===== src/rtl/beep_tone_detect.sv =====
// beep_tone_detect: measures the period of an asynchronous square wave,
// classifies it against two tone windows and locks onto a tone after
// CONFIRM consecutive matching periods.
//
// Handshake/pulse semantics: period_stb is a single-cycle strobe that is high
// exactly in the cycle period_out holds a freshly measured period; there is no
// back-pressure. tone_change is a single-cycle strobe marking any change of
// tone_id, and tone_valid always equals (tone_id != 0).
module beep_tone_detect #(
  parameter int unsigned CLK_HZ      = 50_000_000,
  parameter int unsigned TONE0_HZ    = 2_000,
  parameter int unsigned TONE1_HZ    = 3_000,
  parameter int unsigned TOL_PCT     = 5,
  parameter int unsigned CONFIRM     = 4,
  parameter int unsigned TIMEOUT_CYC = 100_000
) (
  input  logic        clk,
  input  logic        rst_n,
  input  logic        tone_in,
  output logic [31:0] period_out,
  output logic        period_stb,
  output logic        tone_valid,
  output logic [1:0]  tone_id,
  output logic        tone_change,
  output logic [1:0]  dbg_state
);

  // Nominal periods and inclusive match windows, integer arithmetic.
  localparam int unsigned P0  = CLK_HZ / TONE0_HZ;
  localparam int unsigned P1  = CLK_HZ / TONE1_HZ;
  localparam int unsigned W0  = P0 * TOL_PCT / 100;
  localparam int unsigned W1  = P1 * TOL_PCT / 100;
  localparam logic [31:0] LO0 = 32'(P0 - W0);
  localparam logic [31:0] HI0 = 32'(P0 + W0);
  localparam logic [31:0] LO1 = 32'(P1 - W1);
  localparam logic [31:0] HI1 = 32'(P1 + W1);
  localparam logic [31:0] TO_C      = 32'(TIMEOUT_CYC);
  localparam logic [3:0]  CONFIRM_C = 4'(CONFIRM);

  // Overlapping windows would make the classification ambiguous.
  if (!((HI1 < LO0) || (HI0 < LO1))) begin : g_window_overlap
    $error("beep_tone_detect: tone match windows overlap");
  end
  if ((CONFIRM < 1) || (CONFIRM > 15)) begin : g_confirm_range
    $error("beep_tone_detect: CONFIRM must be within 1..15");
  end

  typedef enum logic [1:0] {
    S_SILENT = 2'd0,
    S_ARMED  = 2'd1,
    S_LOCKED = 2'd2
  } state_t;

  state_t      r_state, w_state_nx;
  logic        r_sync1, r_sync2, r_prev;
  logic [31:0] r_count;
  logic [1:0]  r_cand, w_cand_nx;
  logic [3:0]  r_match, w_match_nx;
  logic [31:0] r_period, w_period_nx;
  logic        r_stb, w_stb_nx;
  logic [1:0]  r_id, w_id_nx;
  logic        r_valid;
  logic        r_change, w_change_nx;

  logic        w_rise;
  logic        w_timeout;
  logic [1:0]  w_class;
  logic        w_same;
  logic [3:0]  w_seed;
  logic [3:0]  w_match_calc;
  logic [1:0]  w_cand_calc;

  assign w_rise    = r_sync2 & ~r_prev;
  assign w_timeout = (r_count == TO_C);

  // Two-stage synchroniser for the asynchronous input plus edge-detect history.
  always_ff @(posedge clk or negedge rst_n) begin
    if (!rst_n) begin
      r_sync1 <= 1'b0;
      r_sync2 <= 1'b0;
      r_prev  <= 1'b0;
    end else begin
      r_sync1 <= tone_in;
      r_sync2 <= r_sync1;
      r_prev  <= r_sync2;
    end
  end

  // Period counter: the rise cycle itself is cycle 1 of the next period, so the
  // value seen at the following rise equals the rise-to-rise distance.
  always_ff @(posedge clk or negedge rst_n) begin
    if (!rst_n) begin
      r_count <= 32'd0;
    end else if (w_rise) begin
      r_count <= 32'd1;
    end else if (r_count < TO_C) begin
      r_count <= r_count + 32'd1;
    end
  end

  // Classify the period that ends at this rise, and the candidate/match update
  // that this period would produce.
  always_comb begin
    w_class = 2'd0;
    if ((r_count >= LO0) && (r_count <= HI0)) begin
      w_class = 2'd1;
    end else if ((r_count >= LO1) && (r_count <= HI1)) begin
      w_class = 2'd2;
    end
    w_same       = (w_class == r_cand) && (w_class != 2'd0);
    w_seed       = (w_class != 2'd0) ? 4'd1 : 4'd0;
    w_match_calc = w_same ? (r_match + 4'd1) : w_seed;
    w_cand_calc  = w_same ? r_cand : w_class;
  end

  // FSM next state and next values of all registered outputs.
  always_comb begin
    w_state_nx  = r_state;
    w_cand_nx   = r_cand;
    w_match_nx  = r_match;
    w_period_nx = r_period;
    w_stb_nx    = 1'b0;
    w_id_nx     = r_id;
    w_change_nx = 1'b0;
    case (r_state)
      S_SILENT: begin
        if (w_rise) begin
          w_state_nx = S_ARMED;
          w_cand_nx  = 2'd0;
          w_match_nx = 4'd0;
        end
      end
      S_ARMED: begin
        if (w_rise) begin
          w_stb_nx    = 1'b1;
          w_period_nx = r_count;
          w_cand_nx   = w_cand_calc;
          w_match_nx  = w_match_calc;
          if ((w_match_calc == CONFIRM_C) && (w_cand_calc != 2'd0)) begin
            w_state_nx  = S_LOCKED;
            w_id_nx     = w_cand_calc;
            w_change_nx = 1'b1;
          end
        end else if (w_timeout) begin
          w_state_nx  = S_SILENT;
          w_cand_nx   = 2'd0;
          w_match_nx  = 4'd0;
          w_id_nx     = 2'd0;
          w_change_nx = (r_id != 2'd0);
        end
      end
      S_LOCKED: begin
        if (w_rise) begin
          w_stb_nx    = 1'b1;
          w_period_nx = r_count;
          if (w_class != r_id) begin
            w_state_nx  = S_ARMED;
            w_id_nx     = 2'd0;
            w_change_nx = 1'b1;
            w_cand_nx   = w_class;
            w_match_nx  = w_seed;
          end
        end else if (w_timeout) begin
          w_state_nx  = S_SILENT;
          w_cand_nx   = 2'd0;
          w_match_nx  = 4'd0;
          w_id_nx     = 2'd0;
          w_change_nx = (r_id != 2'd0);
        end
      end
      default: begin
        w_state_nx = S_SILENT;
        w_cand_nx  = 2'd0;
        w_match_nx = 4'd0;
        w_id_nx    = 2'd0;
      end
    endcase
  end

  // State and output registers.
  always_ff @(posedge clk or negedge rst_n) begin
    if (!rst_n) begin
      r_state  <= S_SILENT;
      r_cand   <= 2'd0;
      r_match  <= 4'd0;
      r_period <= 32'd0;
      r_stb    <= 1'b0;
      r_id     <= 2'd0;
      r_valid  <= 1'b0;
      r_change <= 1'b0;
    end else begin
      r_state  <= w_state_nx;
      r_cand   <= w_cand_nx;
      r_match  <= w_match_nx;
      r_period <= w_period_nx;
      r_stb    <= w_stb_nx;
      r_id     <= w_id_nx;
      r_valid  <= (w_id_nx != 2'd0);
      r_change <= w_change_nx;
    end
  end

  assign period_out  = r_period;
  assign period_stb  = r_stb;
  assign tone_valid  = r_valid;
  assign tone_id     = r_id;
  assign tone_change = r_change;
  assign dbg_state   = r_state;

endmodule

===== config.mk =====
export PLATFORM = sky130hd
export DESIGN_NAME = beep_tone_detect
export DESIGN_NICKNAME = d
export VERILOG_FILES = /design/src/rtl/beep_tone_detect.sv
export SDC_FILE = /design/constraint.sdc
export NUM_CORES = 1
export LEC_CHECK = 0
export BUFFER_PORTS_ARGS = -buffer_cell sky130_fd_sc_hd__buf_4
export CELL_PAD_IN_SITES_DETAIL_PLACEMENT = 1
export CELL_PAD_IN_SITES_GLOBAL_PLACEMENT = 1
export CORE_UTILIZATION = 46
export DETAILED_ROUTE_END_ITERATION = 16
export PLACE_DENSITY_LB_ADDON = 0.08
export SYNTH_ARGS = -nofsm -noshare
export SYNTH_HDL_FRONTEND = slang
export SYNTH_SLANG_ARGS = --single-unit

===== constraint.sdc =====
create_clock -name clk -period 3.45 [get_ports clk]
set_input_delay 0.5175 -clock clk [delete_from_list [all_inputs] [get_ports clk]]
set_output_delay 0.5175 -clock clk [all_outputs]
set_load 0.02 [all_outputs]

==> results of run 1 <==
-- cells by family after synthesis --
family	Yosys count
and+or+nand+nor	158
adders and majority gates	8
AOI/OAI and AO/OA	57
xor gates and xnor gates	17
DFF	80
buffers and inverters	36
muxes	29
-- per-layer routing --
layer  GRT usage, %  wire length [um]  share of wire [%]  vias to the layer above
met4           6.94               102                1.1                        0
met3           2.66               224                2.4                        8
met1           32.3              4700                 50                     1508
met2           33.8              4330                 46                       43
met5              0                 0                  0                        -
li1               -                 -                  -                     1419
-- registers in the layout, indices dropped and copies added (netlist names) --
register     flops
r_match          4
dbg_state        2
r_sync2          1
tone_change      1
tone_id          2
period_stb       1
r_sync1          1
tone_valid       1
period_out      32
r_prev           1
r_cand           2
r_count         32
-- path summary, 6_finish.rpt --
kind / end / start / slack, ns / depth (start not counted)
max: r_match[2] / r_count[12] / 0.44 / 8
min: r_sync1 / tone_in / 0.26 / 1
max reg2reg: r_match[2] / r_count[12] / 0.44 / 8
min reg2reg: r_sync2 / r_sync1 / 0.36 / 0
max in group asynchronous: r_count[0] / rst_n / 2.48 / 1
min in group asynchronous: r_match[0] / rst_n / 0.32 / 1
-- stage by stage --
stage	worst slack [ns]	power, uW	hold WS [ns]	cell area, um2	cells
after floorplan	0.701	1450	0.222	3970	385
after global placement	0.539	1640	0.334	4370	517
after detailed placement	0.453	1650	0.345	4370	517
after CTS	0.416	2320	0.249	4560	533
after global routing	0.299	2420	0.247	4560	533
final	0.440	2310	0.260	4560	533
-- worst max-delay path, cell delays in order (launching register included) --
cell and delay (ns):
sky130_fd_sc_hd__dfrtp_1 0.49, sky130_fd_sc_hd__or3_4 0.44, sky130_fd_sc_hd__a21o_1 0.16, sky130_fd_sc_hd__a221o_1 0.39, sky130_fd_sc_hd__a211oi_4 0.39, sky130_fd_sc_hd__mux2i_1 0.31
sky130_fd_sc_hd__nand3_2 0.24, sky130_fd_sc_hd__and3b_1 0.27, sky130_fd_sc_hd__a31o_1 0.22
-- layout make-up --
type                       count  area, um2
fill                         926       3740
sequential                    80       2000
multi-input combinational    269       1820
timing repair buffer          48        360
tap                          105        131
clock buffer                   9        124
clock inverter                 7       63.8
inverter                      15       56.3
-- report_power, final --
group	leakage, uW	total [uW]	switching [uW]	internal, uW
clock network	0.0000899	676	400	277
registers	0.00110	1080	87.2	997
logic	0.000978	545	331	214
-- cells in the final DEF (no fill, tap or decap), drive strengths merged, types with 3 or more instances in the layout --
cell and instances:
a21oi 13, buf 48, nor2b 4, xnor2 12
nor2 42, nand3b 4, nor3 10, xor2 5
nand2 35, nor4 11, dfrtp 80, mux2 28
nand4 3, or2 6, clkbuf 9, a31oi 5
o21ai 11, inv 18, nand3 10, and2 19
ha 8, o211ai 4
==> out/qor.log, run 1 <==
[yosys] share of the synthesized netlist area taken by xor and xnor gates 3.75%
[yosys] top-area cell type share of the netlist area 50.4%
[yosys] primary flip-flop cell chosen by synthesis mapping sky130_fd_sc_hd__dfrtp_1
[drt] sum of routed wire length over all layers 9.36 mm
[yosys] Post-synth EDFFs 0
[status] outcome finished, final reports clean
[yosys] area fraction in compound gates after synthesis 10.6%
[setup_path] kind of critical path flip-flop to flip-flop
[yosys] Async S/R FF share, synth 100%
[drt] Via density 5.59
[setup_path] worst path arrival time 3.25 ns
[yosys] post-synth cell types 64
[floorplanning] Initial Util 47.9%
[floorplanning] height of the die 94.9 um
[timing] headroom to the max-slew limit 33.3%
[clock_network] CTS H-Tree Depth 3
[timing] setup total negative slack 0 ns
[layout] fraction of layout instances using a drive strength above 1 24.3%
[drt] TritonRoute pass-1 iters 4
[layout] NumNets Final 434
[placement] global placer's final weighted congestion 0.836
[clock_network] TritonCTS Sinks 80
[yosys] synthesized-area fraction occupied by and/or/nand/nor cells 20.9%
[setup_path] worst path required time 3.69 ns
[global_route] largest net degree at the start of global routing 81
[layout] growth of design area from synthesis to finish 14.9%
[yosys] synthesized net count 396
[global_route] antenna violations before repair 0
[yosys] Synthesis Warnings 0
[timing] clock period minus final worst setup slack 3.01 ns
[clock_network] clock tree buffer depth 2
[clock_network] Root Buffer Master sky130_fd_sc_hd__clkbuf_8
[timing] Post-Route Skew 0.0150 ns
[clock_network] Setup Buffers After CTS 0
[layout] Util after Layout 55.0%
[yosys] synthesized area per cell 10.3 um2
[clock_network] cts bufs inserted 9
[drt] remaining antenna violation count 0
[floorplanning] die extent in x 94.9 um
[floorplanning] I/O pins 42
[placement] number of I/O port buffers 41
[setup_path] highest net fanout along the worst path 10
[yosys] mapped cell area 3970 um2
[clock_network] clock tree from TritonCTS yes
[timing] Highest Clock Rate 332 MHz
[global_route] final global-route overflow total 0
[pwr] PD cells 505 nW/um2
[drt] via count 2978
[timing] final number of max-transition violations 0
[pwr] highest ir drop seen on vdd 360 uV
[yosys] Area contributors post-synth sky130_fd_sc_hd__dfrtp_1, sky130_fd_sc_hd__mux2_2, sky130_fd_sc_hd__nor2_1, sky130_fd_sc_hd__nand2_1, sky130_fd_sc_hd__and2_1
[floorplanning] floorplan core area 8300 um2
[yosys] mux contribution to synthesized area 8.19%
[drt] DRC errors left 0
[drt] Avg WL per Cell 17.6 um
[yosys] leading cell type by number of instances after synthesis sky130_fd_sc_hd__dfrtp_1
[yosys] Gate Count Post-Synth 385
[floorplanning] standard-cell rows 33
[timing] post-route clock period utilization 87.2%
[global_route] first-pass GRT wire length 15.1 mm
[setup_path] Worst Setup End Kind flip-flop
[run] max capacitance violation total 0
[yosys] sequential element share of the synthesized area 50.4%
[clock_network] count of cells resized by post-cts repair 0
[drt] initial detailed-routing violation count 132
[yosys] most area-hungry cell type in the Yosys netlist sky130_fd_sc_hd__dfrtp_1
[timing] setup repair after global routing missed its margin false
[timing] total of endpoints with negative setup slack in the final report 0
[timing] total count of hold-check failures in the final report 0
[yosys] number of synthesized register bits 80
[clock_network] Clock transition at path regs 0.10 ns
[yosys] Synth top cells by count sky130_fd_sc_hd__dfrtp_1, sky130_fd_sc_hd__nor2_1, sky130_fd_sc_hd__nand2_1, sky130_fd_sc_hd__mux2_2, sky130_fd_sc_hd__and2_1
[global_route] overall track demand over capacity in global routing 22.0%
[placement] HPWL after detailed placement 6.62 mm
[setup_path] critical path startpoint category flip-flop
[min_path] class of the tightest hold or removal check primary input to flip-flop
[global_route] number of global-route vias before repair 2947
[layout] final antenna diode count 0
[timing] Worst Tran Pin Value 1.00 ns
[pwr] leak pwr 0.00217 uW
[yosys] largest family of logic cells by synthesized area simple AND/OR/NAND/NOR gates
[clock_network] source-to-sink clock delay at the later pin of the worst-skew pair 0.36 ns
[floorplanning] floorplan die area 9010 um2
[clock_network] number of buffers added to fix hold violations after cts 0
[yosys] post-synthesis share of cell area spent on full adders, half adders and majority gates 2.52%
No activity file was read; power rests on OpenSTA's default activity.
==> run 2, diff against run 1 <==
--- a/config.mk
+++ b/config.mk
@@ -5,11 +5,11 @@
 export SDC_FILE = /design/constraint.sdc
 export NUM_CORES = 1
 export LEC_CHECK = 0
-export BUFFER_PORTS_ARGS = -buffer_cell sky130_fd_sc_hd__buf_4
 export CELL_PAD_IN_SITES_DETAIL_PLACEMENT = 1
 export CELL_PAD_IN_SITES_GLOBAL_PLACEMENT = 1
-export CORE_UTILIZATION = 46
+export CORE_UTILIZATION = 50
 export DETAILED_ROUTE_END_ITERATION = 16
+export DONT_BUFFER_PORTS = 1
 export PLACE_DENSITY_LB_ADDON = 0.08
 export SYNTH_ARGS = -nofsm -noshare
 export SYNTH_HDL_FRONTEND = slang
==> run 2 against run 1 <==
Sequential share of layout area rose by 2.8 points. Utilization is 0.79 points higher. Wire length rose by 1.1%. Sequential power is 5% higher. Global-route usage increased by 3.1 points. Critical path depth stayed put. Maximum frequency shrank 1.2%. Clock skew is 0.0045 ns lower. Highest routed layer unchanged.
==> out/qor.log, run 2 (synthesis gave the netlist of run 1 again) <==
[drt] Avg WL per Cell 19.3 um
[drt] Via density 5.97
[run] max capacitance violation total 0
[timing] final number of max-transition violations 0
[setup_path] beginning of the critical path r_count[12]
[placement] global placer's final weighted congestion 0.860
[timing] PnR worst setup slack 0.405 ns
[clock_network] clock tree from TritonCTS yes
[placement] number of I/O port buffers 0
[pwr] leak pwr 0.00197 uW
[timing] total count of hold-check failures in the final report 0
[timing] Worst Tran Pin Value 0.810 ns
[layout] most common cell after layout, fill and taps aside sky130_fd_sc_hd__dfrtp_1
[floorplanning] height of the die 91.1 um
[clock_network] source-to-sink clock delay at the later pin of the worst-skew pair 0.37 ns
[timing] Post-Route Skew 0.0105 ns
[global_route] antenna violations before repair 0
[timing] post-route clock period utilization 88.3%
[layout] filler-free cell count of the finished design 489
[layout] growth of design area from synthesis to finish 7.94%
[placement] pre-CTS worst setup slack 0.403 ns
[layout] NumNets Final 393
[min_path] class of the tightest hold or removal check primary input to async pin
[pwr] PD cells 537 nW/um2
[clock_network] TritonCTS Sinks 80
[timing] total of endpoints with negative setup slack in the final report 0
[layout] fraction of layout instances using a drive strength above 1 16.0%
[global_route] met2 Track Usage GR 39.6%
[drt] via count 2919
[setup_path] FF-to-FF End r_match[2]
[setup_path] critical path startpoint category flip-flop
[layout] most used cells in the layout excluding fill and tap cells sky130_fd_sc_hd__dfrtp_1, sky130_fd_sc_hd__nor2_1, sky130_fd_sc_hd__nand2_1
[status] outcome finished, final reports clean
[layout] final antenna diode count 0
[setup_path] worst reg-to-reg setup slack 0.41 ns
[floorplanning] I/O pins 42
[placement] HPWL after detailed placement 6.30 mm
[timing] setup repair after global routing missed its margin false
[setup_path] highest net fanout along the worst path 10
[setup_path] Worst Setup End Kind flip-flop
[floorplanning] floorplan die area 8300 um2
[timing] setup total negative slack 0 ns
[timing] headroom to the max-slew limit 45.5%
[drt] remaining antenna violation count 0
[setup_path] worst reg2reg path startpoint r_count[12]
[global_route] first-pass GRT wire length 16.1 mm
[clock_network] cts bufs inserted 9
[drt] DRC errors left 0
[global_route] highest-utilization routing layer at the global route stage met2
[setup_path] worst path arrival time 3.30 ns
[placement] cell total after placement 472
[timing] Highest Clock Rate 328 MHz
[placement] Area after DPL 4060 um2
[global_route] number of global-route vias before repair 3087
[global_route] met3 layer usage reported by global route 5.44%
[pwr] highest ir drop seen on vdd 340 uV
[global_route] overall track demand over capacity in global routing 25.1%
[clock_network] Clock transition at path regs 0.08 ns
[drt] sum of routed wire length over all layers 9.46 mm
[setup_path] kind of critical path flip-flop to flip-flop
[clock_network] Setup Buffers After CTS 0
[floorplanning] die extent in x 91.1 um
[global_route] final global-route overflow total 0
[layout] cell area after layout 4290 um2
[layout] sequential standard cell area 2000 um2
[floorplanning] floorplan core area 7690 um2
[clock_network] Root Buffer Master sky130_fd_sc_hd__clkbuf_8
[floorplanning] Initial Util 51.7%
[setup_path] worst path required time 3.71 ns
[floorplanning] standard-cell rows 32
[layout] multi-input gate area in the final layout 1820 um2
[global_route] largest net degree at the start of global routing 81
[clock_network] CTS H-Tree Depth 3
[setup_path] depth of the most critical reg-to-reg path 8
[drt] initial detailed-routing violation count 153
[layout] Util after Layout 55.8%
[layout] filler instances 852
[global_route] M1 GR Usage 34.9%
[clock_network] clock tree buffer depth 2
[timing] clock period minus final worst setup slack 3.04 ns
[drt] TritonRoute pass-1 iters 4
run 2: cell type report:
class	count	share of cell area, %
clock buffers	10	2.98
well taps	102	2.98
flip-flops and latches	80	46.7
clock inverters	6	1.78
repair buffers	7	1.69
multi-input cells	269	42.6
inverters	15	1.31
run 2: through the flow:
| stage | total power (uW) | hold slack (ns) |
|---|---|---|
| after global placement | 1560 | 0.224 |
| final | 2300 | 0.0140 |
| after detailed placement | 1570 | 0.224 |
| after floorplan | 1450 | 0.222 |
| after global routing | 2430 | 0.0600 |
| after CTS | 2320 | 0.0495 |
run 2: critical path, stage by stage (launching register included):
cell	delay (ns)
sky130_fd_sc_hd__dfrtp_1	0.51
sky130_fd_sc_hd__or3_4	0.44
sky130_fd_sc_hd__a21o_1	0.16
sky130_fd_sc_hd__a221o_1	0.39
sky130_fd_sc_hd__a211oi_4	0.40
sky130_fd_sc_hd__mux2i_1	0.30
sky130_fd_sc_hd__nand3_2	0.24
sky130_fd_sc_hd__and3b_1	0.28
sky130_fd_sc_hd__a31o_1	0.22
run 2: worst max-delay path by stage:
stage / depth (start not counted) / slack [ns] / endpoint
final: 8 / 0.41 / r_match[2]
after global routing: 8 / 0.22 / r_match[2]
after CTS: 8 / 0.39 / r_match[2]
after detailed placement: 8 / 0.40 / r_match[2]
after global placement: 8 / 0.51 / r_match[2]
after floorplan: 9 / 0.70 / r_match[2]
run 2: where the power goes:
part	switching (uW)	internal [uW]
clock network	381	347
registers	136	996
logic	272	169
run 2: routing by layer:
layer | vias to the layer above | share of wire (%)
met4 | 0 | 1.3
met5 | - | 0
met3 | 10 | 4.5
li1 | 1344 | -
met2 | 62 | 47
met1 | 1503 | 47
run 2: repair_timing:
item	4_1_cts	5_1_grt
hold endpoints to repair	80	0
resized for setup	0	0
hold buffers	1	0
